**src/rtl/hypervisor_ctrl_if.sv**
```systemverilog
`default_nettype none
// ----------------------------------------------------------------------------
// hypervisor_ctrl_if : CPU-side bus bundle for the hypervisor trap controller.
// Revision: 1.0
// ----------------------------------------------------------------------------
interface hypervisor_ctrl_if;
  logic        hyper_cs;
  logic [7:0]  hyper_addr;
  logic [7:0]  hyper_io_data_i;
  logic [7:0]  hyper_data_o;
  logic        cpu_write;
  logic        cpu_sync;
  logic        ready;
  logic        hyper_force_cs;
  logic [15:0] cpu_addr;
  logic        hyper_mode;
  logic        map_enable_ext;
  logic [1:0]  mapper_reg_sel;
  logic [7:0]  mapper_reg;

  modport master (
    output hyper_cs, hyper_addr, hyper_io_data_i, cpu_write, cpu_sync, ready,
           cpu_addr, mapper_reg,
    input  hyper_data_o, hyper_force_cs, hyper_mode, map_enable_ext,
           mapper_reg_sel
  );

  modport slave (
    input  hyper_cs, hyper_addr, hyper_io_data_i, cpu_write, cpu_sync, ready,
           cpu_addr, mapper_reg,
    output hyper_data_o, hyper_force_cs, hyper_mode, map_enable_ext,
           mapper_reg_sel
  );
endinterface
`default_nettype wire

```
**src/rtl/hypervisor_ctrl.sv**
```systemverilog
`default_nettype none
// ----------------------------------------------------------------------------
// hypervisor_ctrl : 4510 hypervisor trap decode, register file and JMP injector.
// Optional trap counter at offset 0x20 enabled by HYPER_TRAP_COUNT_EN.
// Revision: 1.0
// ----------------------------------------------------------------------------
module hypervisor_ctrl #(
  parameter logic [7:0] VECTOR_HI = 8'h80
) (
  input  logic              clk,
  input  logic              reset,
  hypervisor_ctrl_if.slave  bus
);

  typedef enum logic [1:0] {
    INJ_IDLE = 2'd0,
    INJ_LO   = 2'd1,
    INJ_HI   = 2'd2
  } inj_state_e;

  localparam logic [7:0] JMP_ABS_OPC = 8'h4C;
  localparam logic [5:0] EXIT_OFS    = 6'h3F;

  inj_state_e  inj_q, inj_d;
  logic        mode_q, mode_d;
  logic        pending_q, pending_d;
  logic [5:0]  trap_num_q, trap_num_d;
  logic [7:0]  trap_data_q, trap_data_d;
  logic [7:0]  scratch_q [16];
  logic [7:0]  scratch_d [16];
`ifdef HYPER_TRAP_COUNT_EN
  logic [7:0]  trap_cnt_q, trap_cnt_d;
`endif

  logic [5:0]  offset;
  logic        wr;
  logic        force_raw;
  logic [7:0]  inj_byte;
  logic [7:0]  rd_data;
  logic        unused_sig;

  assign offset = bus.hyper_addr[5:0];
  assign wr     = bus.hyper_cs & bus.cpu_write & bus.ready;

  // cpu_addr is carried for debug only; the window decode arrives via hyper_cs.
  assign unused_sig = ^{bus.cpu_addr, bus.hyper_addr[7:6]};

  always_ff @(posedge clk) begin
    if (reset) begin
      inj_q       <= INJ_IDLE;
      mode_q      <= 1'b0;
      pending_q   <= 1'b0;
      trap_num_q  <= 6'd0;
      trap_data_q <= 8'h00;
      for (int i = 0; i < 16; i++) begin
        scratch_q[i] <= 8'h00;
      end
`ifdef HYPER_TRAP_COUNT_EN
      trap_cnt_q  <= 8'h00;
`endif
    end else begin
      inj_q       <= inj_d;
      mode_q      <= mode_d;
      pending_q   <= pending_d;
      trap_num_q  <= trap_num_d;
      trap_data_q <= trap_data_d;
      for (int i = 0; i < 16; i++) begin
        scratch_q[i] <= scratch_d[i];
      end
`ifdef HYPER_TRAP_COUNT_EN
      trap_cnt_q  <= trap_cnt_d;
`endif
    end
  end

  always_comb begin
    inj_d       = inj_q;
    mode_d      = mode_q;
    pending_d   = pending_q;
    trap_num_d  = trap_num_q;
    trap_data_d = trap_data_q;
    for (int i = 0; i < 16; i++) begin
      scratch_d[i] = scratch_q[i];
    end
`ifdef HYPER_TRAP_COUNT_EN
    trap_cnt_d  = trap_cnt_q;
`endif

    if (bus.ready) begin
      unique case (inj_q)
        INJ_IDLE: begin
          if (pending_q && bus.cpu_sync) begin
            inj_d     = INJ_LO;
            pending_d = 1'b0;
          end
        end
        INJ_LO:   inj_d = INJ_HI;
        INJ_HI:   inj_d = INJ_IDLE;
        default:  inj_d = INJ_IDLE;
      endcase
    end

    // A trap raised in the same cycle an older one starts injecting must stay pending.
    if (wr) begin
      if (!mode_q) begin
        mode_d      = 1'b1;
        trap_num_d  = offset;
        trap_data_d = bus.hyper_io_data_i;
        pending_d   = 1'b1;
`ifdef HYPER_TRAP_COUNT_EN
        trap_cnt_d  = trap_cnt_q + 8'd1;
`endif
      end else if (offset[5:4] == 2'b01) begin
        scratch_d[offset[3:0]] = bus.hyper_io_data_i;
      end else if (offset == EXIT_OFS) begin
        mode_d = 1'b0;
      end
    end
  end

  always_comb begin
    force_raw = 1'b0;
    inj_byte  = JMP_ABS_OPC;
    unique case (inj_q)
      INJ_IDLE: begin
        force_raw = pending_q & bus.cpu_sync;
        inj_byte  = JMP_ABS_OPC;
      end
      INJ_LO: begin
        force_raw = 1'b1;
        inj_byte  = {trap_num_q, 2'b00};
      end
      INJ_HI: begin
        force_raw = 1'b1;
        inj_byte  = VECTOR_HI;
      end
      default: begin
        force_raw = 1'b0;
        inj_byte  = JMP_ABS_OPC;
      end
    endcase
  end

  always_comb begin
    rd_data = 8'h00;
    if (offset[5:2] == 4'b0000) begin
      rd_data = bus.mapper_reg;
    end else if (offset == 6'h04) begin
      rd_data = {2'b00, trap_num_q};
    end else if (offset == 6'h05) begin
      rd_data = trap_data_q;
    end else if (offset[5:4] == 2'b01) begin
      rd_data = scratch_q[offset[3:0]];
`ifdef HYPER_TRAP_COUNT_EN
    end else if (offset == 6'h20) begin
      rd_data = trap_cnt_q;
`endif
    end else if (offset == EXIT_OFS) begin
      rd_data = {7'b0, mode_q};
    end
  end

  // Reset drops the forced route immediately, even before the state register clears.
  assign bus.hyper_force_cs = force_raw & ~reset;
  assign bus.hyper_data_o   = bus.hyper_force_cs ? inj_byte : rd_data;
  assign bus.hyper_mode     = mode_q;
  assign bus.map_enable_ext = mode_q;
  assign bus.mapper_reg_sel = offset[1:0];

endmodule
`default_nettype wire

```
**src/flat_wrapper.sv**
```systemverilog
// flat-port wrapper written by rule: the top's interface ports become plain ports
module hypervisor_ctrl_flat 
#(
  parameter logic [7:0] VECTOR_HI = 8'h80
)
  (clk, reset, bus_hyper_cs, bus_hyper_addr, bus_hyper_io_data_i, bus_cpu_write, bus_cpu_sync, bus_ready, bus_cpu_addr, bus_mapper_reg, bus_hyper_data_o, bus_hyper_force_cs, bus_hyper_mode, bus_map_enable_ext, bus_mapper_reg_sel);
  hypervisor_ctrl_if bus_i ();
  input  logic clk;
  input  logic reset;
  input wire logic [$bits(bus_i.hyper_cs)-1:0] bus_hyper_cs;
  input wire logic [$bits(bus_i.hyper_addr)-1:0] bus_hyper_addr;
  input wire logic [$bits(bus_i.hyper_io_data_i)-1:0] bus_hyper_io_data_i;
  input wire logic [$bits(bus_i.cpu_write)-1:0] bus_cpu_write;
  input wire logic [$bits(bus_i.cpu_sync)-1:0] bus_cpu_sync;
  input wire logic [$bits(bus_i.ready)-1:0] bus_ready;
  input wire logic [$bits(bus_i.cpu_addr)-1:0] bus_cpu_addr;
  input wire logic [$bits(bus_i.mapper_reg)-1:0] bus_mapper_reg;
  output wire logic [$bits(bus_i.hyper_data_o)-1:0] bus_hyper_data_o;
  output wire logic [$bits(bus_i.hyper_force_cs)-1:0] bus_hyper_force_cs;
  output wire logic [$bits(bus_i.hyper_mode)-1:0] bus_hyper_mode;
  output wire logic [$bits(bus_i.map_enable_ext)-1:0] bus_map_enable_ext;
  output wire logic [$bits(bus_i.mapper_reg_sel)-1:0] bus_mapper_reg_sel;
  assign bus_i.hyper_cs = bus_hyper_cs;
  assign bus_i.hyper_addr = bus_hyper_addr;
  assign bus_i.hyper_io_data_i = bus_hyper_io_data_i;
  assign bus_i.cpu_write = bus_cpu_write;
  assign bus_i.cpu_sync = bus_cpu_sync;
  assign bus_i.ready = bus_ready;
  assign bus_i.cpu_addr = bus_cpu_addr;
  assign bus_i.mapper_reg = bus_mapper_reg;
  assign bus_hyper_data_o = bus_i.hyper_data_o;
  assign bus_hyper_force_cs = bus_i.hyper_force_cs;
  assign bus_hyper_mode = bus_i.hyper_mode;
  assign bus_map_enable_ext = bus_i.map_enable_ext;
  assign bus_mapper_reg_sel = bus_i.mapper_reg_sel;
  hypervisor_ctrl #(.VECTOR_HI(VECTOR_HI)) u_core (.clk(clk), .reset(reset), .bus(bus_i));
endmodule
```
**config.mk**
```make
export PLATFORM = sky130hd
export DESIGN_NAME = hypervisor_ctrl_flat
export DESIGN_NICKNAME = d
export VERILOG_FILES = /design/src/rtl/hypervisor_ctrl_if.sv /design/src/rtl/hypervisor_ctrl.sv /design/src/flat_wrapper.sv
export SDC_FILE = /design/constraint.sdc
export NUM_CORES = 1
export LEC_CHECK = 0
export BUFFER_PORTS_ARGS = -buffer_cell sky130_fd_sc_hd__buf_2
export CAP_MARGIN = 40
export CORE_MARGIN = 2
export CORE_UTILIZATION = 60
export CTS_CLUSTER_SIZE = 8
export DETAILED_ROUTE_END_ITERATION = 10
export PLACE_DENSITY = 0.83
export SLEW_MARGIN = 30
export SYNTH_ARGS = -nofsm -noshare
export SYNTH_HDL_FRONTEND = slang
export SYNTH_SLANG_ARGS = --single-unit
```
**constraint.sdc**
```tcl
create_clock -name clk -period 2.6 [get_ports clk]
set_input_delay 0.52 -clock clk [delete_from_list [all_inputs] [get_ports clk]]
set_output_delay 0.52 -clock clk [all_outputs]
set_load 0.05 [all_outputs]
```
# Word level (Yosys, flattened, before mapping)
# Memories as Yosys holds them, arrays and structs flattened.
# Cells that the tools add are included.
# W data, S select, Z words.
[word_totals]
mem_bits_rw = 128
mem_count = 1
ff_bits = 18
[classes]
muxes = 43
bitwise_logic = 23
n_eq_ne = 7
reduce_logical = 7
n_lt_le_gt_ge = 2
[mem_list]
columns = ["memory", "depth", "width", "rd", "rd_clocked_by_memory_dff", "write_ports", "line_no", "rtl"]
rows = [
  ["u_core.scratch_q", 16, 8, 17, 0, 16, "hypervisor_ctrl.sv:29", "logic [7:0] scratch_q [16];"],
]
[op_table]
columns = ["operator", "count"]
rows = [
  ["$mux W128", 3],
  ["$mux W8", 22],
  ["$bwmux W128", 1],
  ["$demux W8 S4", 1],
  ["$or A1 B1 Y1", 16],
  ["$pmux W8 S2", 1],
  ["$eq A6 B3 Y1 const B", 2],
  ["$mux W1", 12],
  ["$eq A6 B6 Y1 const B", 1],
  ["$ge A5 B5 Y1 const B", 1],
  ["$lt A5 B1 Y1 const B", 1],
  ["$not A4 Y5", 1],
  ["$and A1 B1 Y1", 4],
  ["$eq A2 B1 Y1 const B", 2],
  ["$logic_not A4 Y1", 1],
  ["$pmux W2 S2", 1],
  ["$reduce_and A2 Y1", 2],
  ["$eq A2 B2 Y1 const B", 1],
  ["$logic_and A1 B1 Y1", 2],
  ["$logic_not A2 Y1", 1],
  ["$mux W2", 1],
  ["$ne A2 B1 Y1 const B", 1],
  ["$not A1 Y1", 2],
  ["$pmux W1 S2", 1],
  ["$reduce_or A2 Y1", 1],
]

# Depth between registers and ports, before layout
[logic_depth]
word_depth = 10
ltp_mapped = 7
mapped_depth_nobuf = 6

# Least setup slack after synthesis
# Ideal clock, no wire load.
[synth_path]
path_type = "input -> output"
from = "input bus_hyper_addr[1]"
to = "output bus_hyper_data_o[0]"
cell_stages = 5
arrival_ns = 2.777
path_slack_ns = -0.697
path_cell_list = "buf_4 > or4_1 > nor2_1 > a221oi_1 > a211oi_1"
[synth_between]
elab_chain_len = 7
[synth_lines]
columns = ["element", "line_no", "rtl"]
rows = [
  ["from (decl)", "flat_wrapper.sv:11", "input wire logic [$bits(bus_i.hyper_addr)-1:0] bus_hyper_addr;"],
  ["parallel branches: the longest is 4 deep, another holds $mem_v2 Z16 W8", "-", ""],
  ["$mux W8 *", "hypervisor_ctrl.sv:148", "end else if (offset == 6'h04) begin"],
  ["$mux W8 *", "hypervisor_ctrl.sv:146", "if (offset[5:2] == 4'b0000) begin"],
  ["$mux W8 *", "hypervisor_ctrl.sv:165", "assign bus.hyper_data_o = bus.hyper_force_cs ? inj_byte : rd_data;"],
  ["to (decl)", "flat_wrapper.sv:18", "output wire logic [$bits(bus_i.hyper_data_o)-1:0] bus_hyper_data_o;"],
]
# Mark *: on every way between the ends.

# Worst setup path after layout
[layout_path]
from = "register u_core.inj_q[0]"
to = "output bus_hyper_data_o[5]"
[layout_between]
elab_chain_len = 5
[layout_lines]
columns = ["element", "line_no", "rtl"]
rows = [
  ["from (decl)", "hypervisor_ctrl.sv:24", "inj_state_e inj_q, inj_d;"],
  ["from (signal assigned)", "hypervisor_ctrl.sv:62", "inj_q <= inj_d;"],
  ["$eq A2 B1 Y1 / $eq A2 B2 Y1 (equally long branches)", "hypervisor_ctrl.sv:124", "unique case (inj_q)"],
  ["$reduce_or A2 Y1 (no source line)", "-", ""],
  ["$pmux W1 S2", "hypervisor_ctrl.sv:124", ""],
  ["$and A1 B1 Y1", "hypervisor_ctrl.sv:164", "assign bus.hyper_force_cs = force_raw & ~reset;"],
  ["$mux W8 *", "hypervisor_ctrl.sv:165", ""],
]
# Mark *: on every way between the ends. The rest lies on a longest branch, timed or not.

==> flow_metrics.env <==
export IMPL_status="finished with violations"
export IMPL_violations="design-rule violations, negative setup slack"
export IMPL_ys_seq_area_share_pct=40.8
export IMPL_cts_root_buf="clkbuf_16"
export IMPL_yosys_register_bits=146
export IMPL_ys_types=48
export IMPL_globalRouteTotalUtil_pct=30.9
export IMPL_yosys_warnings=0
export IMPL_syn_nets=752
export IMPL_drcViolationCount=7
export IMPL_crit_path_cell_trace="inv_4 -> ha_4 -> a31oi_4 -> nor3_4 -> buf_12 -> buf_6 -> o311a_4 -> a31oi_4 -> buf_6"
export IMPL_postRouteAntennaNets=0
export IMPL_setup_ws_ns=-0.139
export IMPL_path_clk_slew_ns=0.06
export IMPL_via_per_inst=6.16
export IMPL_io_buffer_count=40
export IMPL_clock_latency_ns=0.42
export IMPL_grt_max_degree=81
export IMPL_hpwl_mm=12.2
export IMPL_yosysTopAreaCell="dfxtp_1"
export IMPL_p_per_area_nw_per_um2=574
export IMPL_arrival_ns=2.22
export IMPL_clock_path_buffers=2
export IMPL_avgSynthCellArea_um2=10.2
export IMPL_crit_buf_inv=4
export IMPL_netlist_top_cells_count="mux2i_1 (148), dfxtp_1 (146), nor2_1 (137)"
export IMPL_post_route_period_util_pct=105
export IMPL_num_antenna_cells=0
export IMPL_p_leak_nw=3.19
export IMPL_worstSetupEndpointType="primary output"
export IMPL_drv_cap=0
export IMPL_synth_cells=701
export IMPL_cts_tree="done"
export IMPL_use_met3_pct=7.50
export IMPL_final_cells=926
export IMPL_htreeDepth=4
export IMPL_wl_per_cell_um=20.5
export IMPL_dieArea_um2=12800
export IMPL_hold_violations=0
export IMPL_fillers=713
export IMPL_synth_most_common_cell="mux2i_1"
export IMPL_peakVddDrop_uv=586
export IMPL_synthTopCellsByArea="dfxtp_1 (41%), mux2i_1 (21%), mux4_2 (7.5%)"
export IMPL_synthArstFlopShare_pct=0
export IMPL_cp_top_family="compound AO/OA/AOI/OAI gates"
export IMPL_startpoint_type="register"
export IMPL_syn2layout_area_growth_pct=24.2
export IMPL_clock_sinks=146
export IMPL_seqCellArea_um2=2930
export IMPL_rsz0062_at_grt="true"
export IMPL_grtUsageMet1_pct=37.8
export IMPL_io_pins=59
export IMPL_die_x_um=113
export IMPL_drtIter0Drc=472
export IMPL_synth_edf_count=0
export IMPL_syn_area_um2=7160
export IMPL_path_class="reg -> out"
export IMPL_cp_max_fo=5
export IMPL_final_max_slew_viol_count=0
export IMPL_grt_first_pass_wirelength_mm=30.5
export IMPL_antenna_found_initial=0
export IMPL_routed_wl_mm=19.0
export IMPL_worst_pin_slew_ns=0.813
export IMPL_fp_dieH_um=113
export IMPL_relSlewSlack_pct=45.8
export IMPL_grtUsageMet2_pct=51.3
export IMPL_core_rowCount=39
export IMPL_fin_skew_ns=0.00587
export IMPL_core_area_um2=11500
export IMPL_grt_pass1_vias=5863
export IMPL_holdWs_ns=0.406
export IMPL_ys_flop_type="dfxtp_1"
export IMPL_hp_class="in -> reg"
export IMPL_via_count=5704
export IMPL_yosysTopAreaCellShare_pct=40.8
export IMPL_slowest_delay_ns=0.36
export IMPL_drive_above_1_share_pct=29.2
export IMPL_gp_congestion=0.887
export IMPL_place_area_um2=7910
export IMPL_stdcell_area_um2=8900
export IMPL_place_inst=886
export IMPL_critPathSlowestCell="dfxtp_2"
export IMPL_min_period_ns=2.74
export IMPL_multiInputGateArea_um2=4210
export IMPL_fin_tns_setup_ns=-0.389
export IMPL_dr_pass1_iters=8
export IMPL_setup_violations_final=6
export IMPL_initial_core_util_pct=62.2
export IMPL_cts_buffers=17
export IMPL_ctsHoldBuffers=0
export IMPL_cp_required_ns=2.08
export IMPL_top_usage_layer="met2"
export IMPL_fmax_mhz=365
export IMPL_layout_nets=821
export IMPL_globalRoute_totalOverflow=0
[layout make-up]
type / instances / share of cell area (%)
Tap cell: 143 / 2.01
Multi-Input combinational cell: 485 / 47.3
Clock buffer: 22 / 5.33
Inverter: 6 / 0.281
Sequential cell: 146 / 32.9
Clock inverter: 10 / 1.21
Timing Repair Buffer: 114 / 11.0
[layout by cell type (no fill, tap or decap), types with 3 or more instances in the layout]
| cell type | count |
|---|---|
| a31oi_4 | 5 |
| nand4_1 | 6 |
| buf_4 | 62 |
| buf_6 | 11 |
| nand3_1 | 7 |
| a22o_1 | 8 |
| buf_2 | 29 |
| nor3_1 | 3 |
| nor2_1 | 136 |
| clkinvlp_4 | 3 |
| mux2i_1 | 147 |
| nor4_4 | 17 |
| o21ai_1 | 3 |
| a21oi_1 | 21 |
| mux4_2 | 24 |
| nand2b_1 | 5 |
| inv_1 | 4 |
| nor2b_1 | 4 |
| nand2_1 | 42 |
| dfxtp_1 | 144 |
| clkbuf_8 | 3 |
| buf_12 | 8 |
| nand3_2 | 3 |
| clkbuf_16 | 17 |
| clkinv_2 | 5 |
[worst reg2reg max path: stages (launching register included)]
cell	delay, ns
dfxtp_1	0.50
nand3b_4	0.43
nor4_4	0.35
buf_4	0.26
mux2i_1	0.25
nor2_1	0.07
[power by group]
part,switching [mW],internal [mW],leakage [nW]
Combinational,0.278,0.162,1.73
Sequential,0.0100,2.25,1.18
Clock,0.928,1.48,0.282
Total,1.22,3.89,3.19
[final timing paths]
| check | startpoint | to | slack [ns] | cells after the start |
|---|---|---|---|---|
| hold / removal | bus_ready | u_core.inj_q[0] | 0.41 | 2 |
| setup / recovery | u_core.inj_q[0] | bus_hyper_data_o[5] | -0.14 | 9 |
| setup reg to reg | u_core.bus.hyper_mode | u_core.scratch_q[8][0] | 0.57 | 5 |
| hold reg to reg | u_core.trap_num_q[1] | u_core.trap_num_q[1] | 0.46 | 2 |
[sequential cells by signal, summed over array words and instances, names as in the netlist]
signal / cells
u_core.trap_data_q: 8
u_core.scratch_q: 128
u_core.pending_q: 1
u_core.inj_q: 2
u_core.bus.hyper_mode: 1
u_core.trap_num_q: 6
[cells by family after synthesis]
group,after synthesis,synth area share [%]
adder cells (fa/ha/maj),5,0.874
multiplexers,174,28.6
buffers and inverters,70,5.00
flip-flops,146,40.8
AND/OR/NAND/NOR,244,18.8
AO/OA/AOI/OAI,62,5.98
[through the flow]
step                setup WS (ns)  power [mW]  utilization, %
floorplan                 -0.0839        2.57               -
global placement           -0.285        2.67            68.7
detailed placement         -0.313        2.68            68.7
CTS                        -0.114        5.10            76.7
global route               -0.169        5.25            77.2
finish                     -0.139        5.10            77.2
[layer usage]
metal  up-vias  share of wire [%]
met5         -                  0
met4         0                3.9
met3        58                5.9
met2       210                 49
met1      2819                 41
li1       2617                  -
[timing repair]
action                                  CTS  global route
pin swaps                                11             3
gates cloned                              1             0
endpoints found under the setup margin    8             8
buffers inserted                          9             0
gates resized for setup                  60            13
No activity file was read; power rests on OpenSTA's default activity.
